File: src/rtl/arst_seq_pkg.sv
// arst_seq_pkg: shared FSM state type and default parameter values for the reset sequencer.
package arst_seq_pkg;
  typedef enum logic [1:0] {HOLD, SYNC_WAIT, SEQ, RUN} state_e;
  localparam int CH_DEF            = 4;
  localparam int SYNC_STAGES_DEF   = 2;
  localparam int GAP_CYCLES_DEF    = 4;
  localparam int FILTER_CYCLES_DEF = 3;
endpackage

File: src/rtl/arst_sync_chain.sv
// arst_sync_chain: reset-deassertion synchroniser, async clear, D tied high.
module arst_sync_chain #(
  parameter int STAGES = 2
) (
  input  logic clk,
  input  logic rst_ni,
  output logic sync_o
);
  logic [STAGES-1:0] chain_q;
  always_ff @(posedge clk or negedge rst_ni)
    if (!rst_ni) chain_q <= '0;
    else chain_q <= {chain_q[STAGES-2:0], 1'b1};
  assign sync_o = chain_q[STAGES-1];
endmodule

File: src/rtl/arst_sync_seq.sv
// arst_sync_seq: sequenced per-channel reset release with async assert and soft reset.
// Define ARST_SEQ_FILTER_EN to require FILTER_CYCLES consecutive swrst_i highs before acceptance.
module arst_sync_seq
  import arst_seq_pkg::*;
#(
  parameter int CH            = CH_DEF,
  parameter int SYNC_STAGES   = SYNC_STAGES_DEF,
  parameter int GAP_CYCLES    = GAP_CYCLES_DEF,
  parameter int FILTER_CYCLES = FILTER_CYCLES_DEF
) (
  input  logic          clk,
  input  logic          rst_ni,
  input  logic          swrst_i,
  output logic [CH-1:0] rst_o,
  output logic          done_o
);
  localparam int IW = CH > 1 ? $clog2(CH) : 1;
  if (CH < 1 || CH > 16 || SYNC_STAGES < 2 || SYNC_STAGES > 4 || GAP_CYCLES < 1 ||
      GAP_CYCLES > 255 || FILTER_CYCLES < 1 || FILTER_CYCLES > 15) begin : g_bad_cfg
    $error("arst_sync_seq: parameter out of range");
  end
  state_e        state_q, state_d;
  logic [CH-1:0] rst_q, rst_d;
  logic [7:0]    gap_q, gap_d;
  logic [IW-1:0] idx_q, idx_d;
  logic          sync, accept;
  arst_sync_chain #(.STAGES(SYNC_STAGES)) u_chain (
    .clk   (clk),
    .rst_ni(rst_ni),
    .sync_o(sync)
  );
`ifdef ARST_SEQ_FILTER_EN
  logic [3:0] filt_q;
  assign accept = swrst_i && filt_q == 4'(FILTER_CYCLES - 1);
  // Saturates once accepted so a held request keeps re-asserting the outputs.
  always_ff @(posedge clk or negedge rst_ni)
    if (!rst_ni) filt_q <= '0;
    else filt_q <= swrst_i ? (accept ? filt_q : filt_q + 4'd1) : '0;
`else
  assign accept = swrst_i;
`endif
  always_comb begin
    state_d = state_q;
    rst_d   = rst_q;
    gap_d   = gap_q;
    idx_d   = idx_q;
    if (accept) begin
      state_d = HOLD;
      rst_d   = '1;
      gap_d   = '0;
      idx_d   = '0;
    end else begin
      case (state_q)
        // Leaving HOLD reuses SYNC_WAIT; the chain is already settled so release follows next edge.
        HOLD: state_d = swrst_i ? HOLD : SYNC_WAIT;
        SYNC_WAIT: if (sync) begin
          rst_d[0] = 1'b0;
          idx_d    = IW'(1);
          state_d  = CH == 1 ? RUN : SEQ;
        end
        SEQ: if (gap_q == 8'(GAP_CYCLES - 1)) begin
          rst_d[idx_q] = 1'b0;
          gap_d        = '0;
          idx_d        = idx_q + IW'(1);
          state_d      = idx_q == IW'(CH - 1) ? RUN : SEQ;
        end else gap_d = gap_q + 8'd1;
        default: ;
      endcase
    end
  end
  always_ff @(posedge clk or negedge rst_ni)
    if (!rst_ni) begin
      state_q <= SYNC_WAIT;
      rst_q   <= '1;
      gap_q   <= '0;
      idx_q   <= '0;
    end else begin
      state_q <= state_d;
      rst_q   <= rst_d;
      gap_q   <= gap_d;
      idx_q   <= idx_d;
    end
  assign rst_o  = rst_q;
  assign done_o = state_q == RUN;
endmodule

File: config.mk
export PLATFORM = sky130hd
export DESIGN_NAME = arst_sync_seq
export DESIGN_NICKNAME = d
export VERILOG_FILES = /design/src/rtl/arst_seq_pkg.sv /design/src/rtl/arst_sync_chain.sv /design/src/rtl/arst_sync_seq.sv
export SDC_FILE = /design/constraint.sdc
export NUM_CORES = 1
export LEC_CHECK = 0
export ABC_AREA = 1
export CORE_MARGIN = 2
export CORE_UTILIZATION = 45
export DETAILED_ROUTE_END_ITERATION = 16
export GPL_TIMING_DRIVEN = 0
export PLACE_DENSITY = 0.72
export SYNTH_ARGS = -nofsm -noshare
export SYNTH_HDL_FRONTEND = slang
export SYNTH_SLANG_ARGS = --single-unit
export TNS_END_PERCENT = 20
File: constraint.sdc
create_clock -name clk -period 2.05 [get_ports clk]
set_input_delay 0.5125 -clock clk [delete_from_list [all_inputs] [get_ports clk]]
set_output_delay 0.5125 -clock clk [all_outputs]
set_load 0.05 [all_outputs]
==> results, run 1 <==
- Data on the critical path arrives at its endpoint at 1.37 ns.
- CTS built an H-tree with a depth of 1.
- The timing-limited maximum frequency is ~530 MHz.
- The post-CTS repair timing setup buffer count is 0.
- The final antenna-violating net count is 0.
- The tightest hold path in the finished design has a slack of approximately 0.37 ns.
- The count of pins on the block boundary is 8.
- The share of post-route cells with drive strength above 1 is 15.2%.
- Input and output buffers added on the ports amount to 7.
- The antenna cell count is 0.
- The distinct cell type count of the synthesized netlist is 23.
- In this run the worst path has a maximum fanout of 3.
- For this run, the slowest stage of the critical path takes about 0.56 ns.
- The number of filler cells placed in the layout is ~210.
- Dividing the detail-routed wire length by the instance count gives 11.4 um.
- Dividing the final minimum period by the clock period gives between 90% and 100%.
- The fraction of the yosys area taken by sequential cells is about two fifths.
- The first global-routing pass estimated 3.62 mm of wire.
- The total design power is between 1 and 1.5 mW.
- Routability-driven placement finished with a final weighted congestion of 0.852.
- The most critical setup path has its startpoint at rst_o[0]$_DFFE_PN1P_.
- The number of buffers created by CTS is 3.
- The area occupied by multi-input gates is ~580 sq um.
- In this run the tightest slew margin relative to its limit is between 40% and 50%.
- Setup repair after global routing left no endpoint under its margin.
- The final max-slew violation count is 0.
- The min-delay analysis places its worst path in the category register to register.
- The cell count after synthesis came out at 140.
- The setup total negative slack is 0 ns.
- The number of buffers on the longest clock path is 2.
- The die covers between 0.002 and 0.003 sq mm.
- Setup violations remaining at the end of the flow were counted as 0.
- The die extent in y is approximately 54 um.
- The number of buffers inserted for hold repair after clock tree synthesis is 0.
- The data required time of the worst path is 1.54 ns.
- For this configuration, the core starts out at a cell density of approximately half.
- Yosys printed 0 warnings.
- For this design, the slowest cell found on the critical path is dfstp_2.
- The pre-antenna-repair detailed-routing pass consisted of 4 iterations.
- The overflow left after global routing is 0.
- The final HPWL from detailed placement is 1.56 mm.
- Summing every instance area after synthesis gives 0.00111 sq mm.
- The leakage power figure is between 0.6 and 0.7 nW.
- After detailed routing, the number of vias per cell comes to 4.91.
- The max-capacitance violation count is 0.
- The number of cells on the worst hold path is 0.
- In this run, the number of DRC markers left after iteration 0 of detailed routing was 15.
- For this block, the routed nets add up to 2.04 mm of wire.
- The chip width is roughly 54 um.
- The number of antenna violations at the first check in global routing is 0.
- The total global-route track usage is between 10% and 20%.
- From synthesis to final layout, the design area changed by 11.8%.
- The largest net degree at the start of global routing is 19.
- The final layout contains 165 nets.
- In this run the core area contains 17 standard-cell rows.
- Traced cell by cell, the critical path runs through dlygate4sd2_1.
- The beginning of the worst register-to-register path is state_q[0]$_DFFE_PN1P_.
- The synthesized area divided by synthesized cell count is 7.93 sq um.
- The launch point of the worst hold path is u_chain.chain_q[0]$_DFF_PN0_.
- For this run, design rule violations remaining after detail routing come to 0.
- The clock arrives with 0.00263 ns of skew.
- The maximum vdd drop is between 0.0006 and 0.0007 V.
- The tree is rooted in a clkbuf_4.
- By startpoint and endpoint, the worst setup path is classified as register to output pin.
- For the pin with the worst max-slew slack, the measured transition is slightly above 0.8 ns.
- The nature of the critical path startpoint is a register.
- For the worst flop-to-flop path, the logic depth is 7.
- CTS saw 18 sinks.
- The clock period could shrink to 1.89 ns.
- STA classifies the critical path endpoint as an output pin.
- The flip-flop and latch count after synthesis is 18.
- The final-report hold violation count is 0.
- For the worst-skew pair, the clock arrives at the later sink with an insertion delay of 0.29 ns.
- The clock transition at the registers of the reported paths is between 0.1 and 0.15 ns.
- The power per standard cell area is about 900 mW/mm^2.
- The area used by sequential logic in the layout is between 400 and 500 sq um.
- The critical path's top delay family is flip-flops.
- Counting both buffers and inverters, the worst setup path holds a total of 1.
- In this run the number of cells on the critical path is 1.
- The via count of the first global-routing pass is just under 900.
- The core outline area is between 0.002 and 0.0025 sq mm.
- The routed layout has 879 vias.
- The CTS tree is done.
- The flow ran to the end, and the final reports show no timing, DRC or antenna violations.
- When the netlist entered floorplanning its net count stood at roughly 150.
-- state kept, by name, indices dropped and copies added, names as in the netlist --
name	cells
gap_q	8
state_q	2
idx_q	2
u_chain.chain_q	2
rst_o	4
-- through the flow --
step                instances  utilization (%)  setup slack [ns]  cell area, sq um
finish                    179             54.5             0.164              1240
global route              179             54.5             0.115              1240
CTS                       179             54.8           0.00470              1250
detailed placement        175             53.4            0.0334              1210
global placement          175             53.4            0.0703              1210
floorplan                 140                -             0.554              1110
-- area by class of cell --
cell class	count	share of cell area, %
well taps	28	2.82
inverters	17	5.14
flip-flops and latches	18	36.8
plain buffers	2	1.01
repair buffers	7	4.84
multi-input cells	103	46.5
clock buffers	4	2.92
-- final timing paths --
| check | end | slack, ns |
|---|---|---|
| max | rst_o[0] | 0.16 |
| min | u_chain.chain_q[1]$_DFF_PN0_ | 0.37 |
| max reg2reg | gap_q[6]$_DFFE_PN0P_ | 0.46 |
| min reg2reg | u_chain.chain_q[1]$_DFF_PN0_ | 0.37 |
| max in group asynchronous | idx_q[0]$_DFFE_PN0P_ | 0.87 |
| min in group asynchronous | gap_q[2]$_DFFE_PN0P_ | 0.68 |
-- cells in the final DEF (no fill, tap or decap), types with 2 or more instances in the layout --
| cell | Yosys | routed |
|---|---|---|
| clkdlybuf4s50_1 | 0 | 2 |
| nand3b_1 | 2 | 2 |
| xor2_1 | 2 | 2 |
| ha_1 | 10 | 10 |
| nand2_1 | 37 | 37 |
| nand2_2 | 2 | 2 |
| dfstp_2 | 5 | 5 |
| clkbuf_4 | 0 | 3 |
| nand3_1 | 16 | 16 |
| a21oi_1 | 2 | 2 |
| nor2_1 | 17 | 17 |
| nand4_1 | 3 | 3 |
| dlygate4sd2_1 | 0 | 4 |
| inv_1 | 13 | 13 |
| dfrtp_1 | 13 | 13 |
| nand2_4 | 2 | 2 |
| inv_2 | 4 | 4 |
| o21ai_0 | 4 | 4 |
-- where the power goes --
group / internal [mW] / switching [mW]
sequential: 0.418 / 0.0555
clock: 0.108 / 0.113
combinational: 0.145 / 0.274
-- synthesized netlist by cell type --
cell / instances / area, sq um
buf_4: 1 / 7.51
xor2_1: 2 / 17.5
dfrtp_1: 13 / 325
nand4_1: 3 / 18.8
nand2_4: 2 / 22.5
buf_2: 1 / 5.00
inv_2: 4 / 15.0
inv_1: 13 / 48.8
nor2_2: 1 / 6.26
o21ai_1: 1 / 5.00
nand3b_4: 1 / 20.0
nor2_1: 17 / 63.8
xnor2_1: 1 / 8.76
dfstp_2: 5 / 131
conb_1: 1 / 3.75
a21oi_1: 2 / 10.0
ha_1: 10 / 125
nand2_1: 37 / 139
nand3_1: 16 / 80.1
o21ai_0: 4 / 20.0
nand3b_1: 2 / 15.0
o21ai_2: 1 / 8.76
nand2_2: 2 / 12.5
-- routing by layer --
metal	wire length (um)	global-route usage, %
met1	994	21.2
met5	0	0
met3	42	3.61
met4	27	6.41
met2	970	30.1
-- logic make-up (layout without fill, tap and decap cells) --
family                   Yosys count  count (layout)  share of synthesized area, %
flip-flops                        18              18                          41.2
buffers and inverters             19              30                          6.88
XOR/XNOR                           3               3                          2.37
adder cells (fa/ha/maj)           10              10                          11.3
AND/OR/NAND/NOR                   81              81                          34.0
AO/OA/AOI/OAI                      8               8                          3.95
other                              1               1                         0.338
-- repair_timing --
item | CTS | global route
cloned | 0 | 0
pin swaps | 0 | 0
endpoints found under the hold margin | 0 | 0
gates resized for setup | 6 | 1
setup endpoints to repair | 5 | 1
Note: power is estimated with default switching activity, not from simulation.
==> run 2: changes to the inputs <==
--- a/config.mk
+++ b/config.mk
@@ -6,11 +6,15 @@
 export NUM_CORES = 1
 export LEC_CHECK = 0
 export ABC_AREA = 1
+export ABC_CLOCK_PERIOD_IN_PS = 2050
+export CELL_PAD_IN_SITES_DETAIL_PLACEMENT = 1
+export CELL_PAD_IN_SITES_GLOBAL_PLACEMENT = 2
 export CORE_MARGIN = 2
-export CORE_UTILIZATION = 45
+export CORE_UTILIZATION = 36
 export DETAILED_ROUTE_END_ITERATION = 16
 export GPL_TIMING_DRIVEN = 0
-export PLACE_DENSITY = 0.72
+export PLACE_DENSITY = 0.89
+export SLEW_MARGIN = 20
 export SYNTH_ARGS = -nofsm -noshare
 export SYNTH_HDL_FRONTEND = slang
 export SYNTH_SLANG_ARGS = --single-unit
==> run 2 against run 1 <==
Compared with the run above:
- hold slack got worse by 0.0013 ns
- count of clock-buffer cells in the layout unchanged
- largest power group unchanged
- fmax decreased by 5.7%
- sequential cell count unchanged
- non-clock buffer count is the same
- first-iteration DRC count increased by 27%
- critical path depth is 1 higher
- sequential power barely moved
- highest routed layer unchanged
- routed wire length increased by 25%
- global-route usage decreased by 0.62 points
- critical endpoint is now done_o
- worst setup slack worse by 0.11 ns
==> results, run 2 (same netlist as run 1, synthesis figures left out) <==
- Measured along the x axis, the die boundary spans ~60 um.
- The number of antenna violations at the first check in global routing is 0.
- The die outline area is 0.00354 sq mm.
- The type of the tightest min-delay check is register to register.
- The number of rows created at floorplan is 20.
- The power per standard cell area is between 900 and 1000 mW/mm^2.
- Buffers inserted during clock tree synthesis total 3.
- The class of the most critical setup path is register to output pin.
- After the last flow step, the layout net total stands at ~170.
- The total global-route track usage is approximately 17%.
- The flow ran to the end, and the final reports show no timing, DRC or antenna violations.
- In this run, the number of DRC markers left after iteration 0 of detailed routing was 19.
- The final-report hold violation count came to 0.
- The routed via count divided by cell count is ~5.
- Dividing the detail-routed wire length by the instance count gives ~14 um.
- The most common cell after layout, fill and taps aside is nand2_1.
- The detailed-route wire length is roughly 2.6 mm.
- Clock-pin slew was measured on the worst setup and hold paths at 0.10 ns.
- The data required time of the worst path is approximately 1.5 ns.
- The final max-slew violation count is 0.
- Setup repair after global routing left no endpoint under its margin.
- The area used by sequential logic in the layout is 457 sq um.
- CTS built an H-tree with a depth of 1.
- The tool flagged a number of max-cap violations equal to 0.
- The area of all placed cells without fillers is approximately 0.0013 sq mm.
- Of all nets on the critical path, the largest fanout is 4.
- TritonCTS built the clock tree.
- The critical path launch point is state_q[0]$_DFFE_PN1P_.
- The remaining design rule violation count is 0.
- Detailed placement ended at an HPWL of 2.02 mm.
- The placed instances occupy a cell area of 0.00122 sq mm.
- In the layout the commonest cells are nand2_1 (37), nor2_1 (17), nand3_1 (16).
- The tightest slew margin relative to the limit is between 40% and 50%.
- The filler cells instantiated in the layout total 387.
- The share of post-route cells with drive strength above 1 is 14.6%.
- At the pin with the least slew margin, the transition time is ~0.83 ns.
- The core outline area is around 0.0030 sq mm.
- The standard cell with the maximum stage delay on the critical path is dfstp_2.
- The starting utilization of the core area is ~37%.
- The root buffer cell is clkbuf_4.
- On the final layout, the worst clock skew is between 0.015 and 0.02 ns.
- Including well taps, the total number of placed cells is 180.
- The die extent in y is roughly 60 um.
- The timing-limited maximum frequency is 500 MHz.
- The end-of-flow core utilization is 41.7%.
- The number of sinks on the clock net is 18.
- Summing all multi-input logic gate instances after layout gives 577 sq um.
- In this run the most critical hold path is launched from u_chain.chain_q[0]$_DFF_PN0_.
- For the worst setup path, the data arrival time is roughly 1.5 ns.
- From synthesis to final layout, the design area changed by 12.9%.
- The delay of the slowest critical-path stage is between 0.5 and 0.6 ns.
- The total design power is 1.13 mW.
- The placer congestion estimate is roughly 0.8.
- The maximum vdd drop is about 0.00052 V.
- Setup violations remaining at the end of the flow were counted as 0.
- The nature of the critical path startpoint is a register.
- The flip-flop count of the largest register, all copies and words added is 8.
- The worst path in the final design needs a cycle of around 2.0 ns, including I/O delays and setup.
- The final clock period utilization by the worst path is a little over nine tenths.
- The count of pins on the block boundary is 8.
- The clock passes through at most 2 buffers.
- gap_q holds more flip-flops than any other register.
- The setup total negative slack is 0 ns.
- Walking the worst path, the cells encountered are ha_1 -> clkdlybuf4s15_1.
- The via count of the first global-routing pass came to approximately 1000.
- The beginning of the worst register-to-register path is state_q[0]$_DFFE_PN1P_.
- The number of iterations in the first detailed-routing pass is 4.
- The clock latency reported for the late side of the worst-skew pair is roughly 0.30 ns.
- The count of vias placed by the detailed router is just over 900.
- The post-route non-filler standard cell count is 184.
- STA classifies the critical path endpoint as an output pin.
- The first global-routing pass estimated about 4.4 mm of wire.
- The number of I/O port buffers is 7.
- The leakage power figure is about 0.62 nW.
- The overflow left after global routing is 0.
- The antenna cell count is 0.
- In this run the remaining antenna-violating nets after routing total 0.
- The number of buffers and inverters on the critical path is 1.
- The largest net degree at the start of global routing is 19.
- The kind of cell with the highest combined delay along the critical path is flip-flops.
## run 2: changes by cell type in the layout (fill, tap and decap cells not counted), sizes merged
cell / delta
clkbuf: -1
clkdlybuf4s15: +1
## run 2: cell type report
class                           count  share of cell area [%]
Tap cell                           33                    3.30
Sequential cell                    18                    36.5
Multi-Input combinational cell    103                    46.1
Buffer                              2                   0.999
Clock buffer                        4                    2.90
Timing Repair Buffer                7                    5.19
Inverter                           17                    5.09
## run 2: worst paths after layout
kind | cells past startpoint | endpoint | slack [ns]
setup / recovery | 2 | done_o | 0.05
hold reg to reg | 0 | u_chain.chain_q[1]$_DFF_PN0_ | 0.37
min in group asynchronous | 1 | gap_q[3]$_DFFE_PN0P_ | 0.67
max in group asynchronous | 1 | state_q[1]$_DFFE_PN0P_ | 0.85
hold / removal | 0 | u_chain.chain_q[1]$_DFF_PN0_ | 0.37
setup reg to reg | 7 | gap_q[6]$_DFFE_PN0P_ | 0.46
## run 2: per-stage QoR
stage	setup WS (ns)	hold slack, ns
2_1_floorplan	0.554	0.217
3_3_place_gp	0.0649	0.343
3_5_place_dp	0.0552	0.346
4_1_cts	0.000489	0.380
5_1_grt	0.000816	0.402
6_report	0.0499	0.372
## run 2: per-layer routing
metal	up-vias	share of wire, %	GRT usage (%)
met2	10	52	30.6
li1	462	-	-
met4	0	1.1	5.71
met1	444	44	20.2
met3	4	2.6	1.97
met5	-	0	0
## run 2: worst reg2reg max path, delay by kind of cell (launching register included)
family                     cells  cell delay [ns]
buffers and inverters          1             0.08
and+or+nand+nor                5             0.68
DFF                            1             0.57
adders and majority gates      1             0.23
## run 2: power breakdown
group / switching (mW) / total, mW / internal (mW) / leakage [nW]
registers: 0.0570 / 0.475 / 0.418 / 0.226
logic: 0.287 / 0.434 / 0.148 / 0.374
clock network: 0.117 / 0.225 / 0.108 / 0.0210
## run 2: what timing repair did
action / CTS / global route
resized for setup: 5 / 1
hold endpoints to repair: 0 / 0
gates cloned: 0 / 0
setup endpoints to repair: 5 / 1
setup buffers: 0 / 0
hold buffers: 0 / 0
==> run 3: changes to the inputs <==
--- a/config.mk
+++ b/config.mk
@@ -9,7 +9,6 @@
 export ABC_CLOCK_PERIOD_IN_PS = 2050
 export CELL_PAD_IN_SITES_DETAIL_PLACEMENT = 1
 export CELL_PAD_IN_SITES_GLOBAL_PLACEMENT = 2
-export CORE_MARGIN = 2
 export CORE_UTILIZATION = 36
 export DETAILED_ROUTE_END_ITERATION = 16
 export GPL_TIMING_DRIVEN = 0
==> run 3 against run 2 <==
Compared with the run above:
- power shrank 3.6%
- cell area decreased by 1.4%
- global-route usage is 1.3 points higher
- sequential share of layout area grew 0.52 points
- sequential cell count unchanged
- largest cell class unchanged
- non-clock buffer count unchanged
- core utilization is 1.9 points higher
- via count down 2.9%
- worst setup slack improved by 0.10 ns
- clock skew shrank 0.0052 ns
- die area is 6.6% lower
==> results, run 3 (same netlist as run 1, synthesis figures left out) <==
- After clock tree synthesis, the clock-pin slew on the worst setup and hold paths is 0.11 ns.
- The type of the tightest min-delay check is register to register.
- Relative to the synthesized area, the layout overhead comes to 11.3%.
- The combinational cell fraction of total power is slightly below 40%.
- The post-route netlist has 14.6% of its cells at a drive strength greater than 1.
- The die covers ~0.0033 sq mm.
- The final-report hold violation count is 0.
- At the later pin of the worst-skew pair, clock insertion delay measures 0.29 ns.
- The analysis attributes to cell leakage a power of between 0.6 and 0.7 nW.
- For this block, the via count after detailed routing is ~900.
- The core outline area is 0.00283 sq mm.
- The worst register-to-register path ends at gap_q[6]$_DFFE_PN0P_.
- The hold slack is around 0.37 ns.
- Leaving out fill and tap cells, the most frequent cells in the layout are nand2_1 (37), nor2_1 (17), nand3_1 (16).
- The register with the most flip-flops in the layout has 8 of them.
- The max-capacitance violation count is 0.
- In this run the tool buffered the top-level ports with 7 buffer cells.
- After detailed routing, the number of vias per cell comes to 4.91.
- Overall power consumption after layout is estimated at 1.09 mW.
- The data required time of the worst path is between 1.5 and 2 ns.
- In this run the number of H-tree levels came out at 1.
- After the first detailed-routing iteration, the DRC count stood at 17.
- The post-CTS repair timing setup buffer count is 0.
- The depth of the worst register-to-register path is 6.
- Entering global routing, the biggest net connects 19 pins.
- The delay of the slowest critical-path stage is about 0.56 ns.
- Once the floorplan was initialized, standard cells occupied about two fifths of the core.
- The final clock period utilization by the worst path is around 90%.
- The end-of-flow core utilization is a little over two fifths.
- The number of buffers created by CTS is 3.
- After detailed routing, the number of remaining DRC violations is 0.
- The most common cell after layout, fill and taps aside is nand2_1.
- Counting every sink on the clock net gives 18.
- The number of antenna violations at the first check in global routing was 0.
- The internal portion of the total power is roughly 0.64 mW.
- Along the worst path, the maximum fanout reaches 3.
- For hold timing, the worst endpoint is u_chain.chain_q[1]$_DFF_PN0_.
- The setup total negative slack is 0 ns.
- Data arrives at the worst endpoint at about 1.4 ns.
- Together, buffers and inverters on the worst path number 1.
- The class of the most critical setup path is register to output pin.
- The average wire length per cell after detail routing is around 14 um.
- The HPWL after detailed placement is 1.90 mm.
- The critical path's top delay family is flip-flops.
- The number of iterations in the first detailed-routing pass is 4.
- The number of cells on the worst hold path is 0.
- The detailed-route wire length is ~2.5 mm.
- The number of buffers on the longest clock path is 2.
- The minimum setup slack among reg-to-reg paths is approximately 0.46 ns.
- The floorplan has 19 rows.
- The switching power summed over all nets is roughly 0.46 mW.
- From bottom edge to top edge, the die measures about 58 um.
- Per report_power, the sequential group accounts for a little over two fifths of the total.
- The clock period minus final worst setup slack is ~1.9 ns.
- VDD sags by at most between 0.0005 and 0.0006 V.
- The first global-routing pass estimated approximately 4.6 mm of wire.
- At the end of routability-driven placement, the weighted congestion stood at around 0.79.
- Walking the worst path, the cells encountered are dlygate4sd2_1.
- The nature of the critical path startpoint is a register.
- In this run, the clock network consumes 17.2% of the power.
- TritonCTS built the clock tree.
- The register name with the most flops is gap_q.
- For the pin with the worst max-slew slack, the measured transition is roughly 0.85 ns.
- The final max-slew violation count is 0.
- Setup violations remaining at the end of the flow were counted as 0.
- For this design, the slowest cell found on the critical path is dfstp_2.
- The endpoint type of the worst setup path is an output pin.
- 8 I/O pins were placed.
- The overflow left after global routing is 0.
- The final antenna-violating net count is 0.
- The via count of the first global-routing pass was 1004.
- The flow ran to the end, and the final reports show no timing, DRC or antenna violations.
- Of the total power, the share spent switching nets is around two fifths.
- The final net count is 165.
- The root buffer cell chosen for the clock tree is clkbuf_4.
- The floorplan step set the die width to approximately 58 um.
- The launch point of the worst hold path is u_chain.chain_q[0]$_DFF_PN0_.
- The total global-route track usage is between 10% and 20%.
- The worst pin sits at a relative slew slack of 42.9%.
- The final setup skew is between 0.01 and 0.015 ns.
- Dividing total power by cell area gives a power density of roughly 890 mW/mm^2.
- The antenna cell count is 0.
- Timing would allow up to approximately 530 MHz.
- Setup repair after global routing left no endpoint under its margin.
- The beginning of the worst register-to-register path is state_q[0]$_DFFE_PN1P_.
==> run 3: layout make-up <==
class	count	area [sq um]
plain buffers	2	12.5
clock buffers	4	26.3
fillers	359	1590
inverters	17	63.8
multi-input cells	103	577
flip-flops and latches	18	457
well taps	31	38.8
repair buffers	7	60.1
==> run 3: what timing repair did <==
action | 4_1_cts | 5_1_grt
resized for setup | 6 | 1
setup endpoints to repair | 5 | 1
hold buffers | 0 | 0
==> run 3: stage by stage <==
step	cell area, sq um	setup slack (ns)	instances
CTS	1240	0.00854	182
floorplan	1110	0.554	140
finish	1230	0.154	182
global placement	1220	0.0632	178
detailed placement	1220	0.0473	178
global route	1230	0.106	182
==> run 3: power by group through the flow <==
stage               clock network (mW)  logic [mW]  registers (mW)
finish                           0.188       0.430           0.476
global route                     0.214       0.491           0.488
CTS                              0.200       0.440           0.479
detailed placement                   0       0.445           0.486
global placement                     0       0.426           0.478
floorplan                            0       0.298           0.501
==> run 3: metal layers <==
metal	track usage, %	vias up	part of all wire (%)
met2	32.2	4	50
met3	2.72	2	1.3
met5	0	-	0
met4	4.18	0	0.64
li1	-	459	-
met1	23.0	428	48
==> run 3: worst max path at each step <==
stage | startpoint | cells past startpoint | end
finish | rst_o[0]$_DFFE_PN1P_ | 1 | rst_o[0]
detailed placement | state_q[0]$_DFFE_PN1P_ | 2 | done_o
CTS | state_q[0]$_DFFE_PN1P_ | 2 | done_o
global route | rst_o[0]$_DFFE_PN1P_ | 1 | rst_o[0]
floorplan | state_q[0]$_DFFE_PN1P_ | 1 | done_o
global placement | state_q[0]$_DFFE_PN1P_ | 2 | done_o
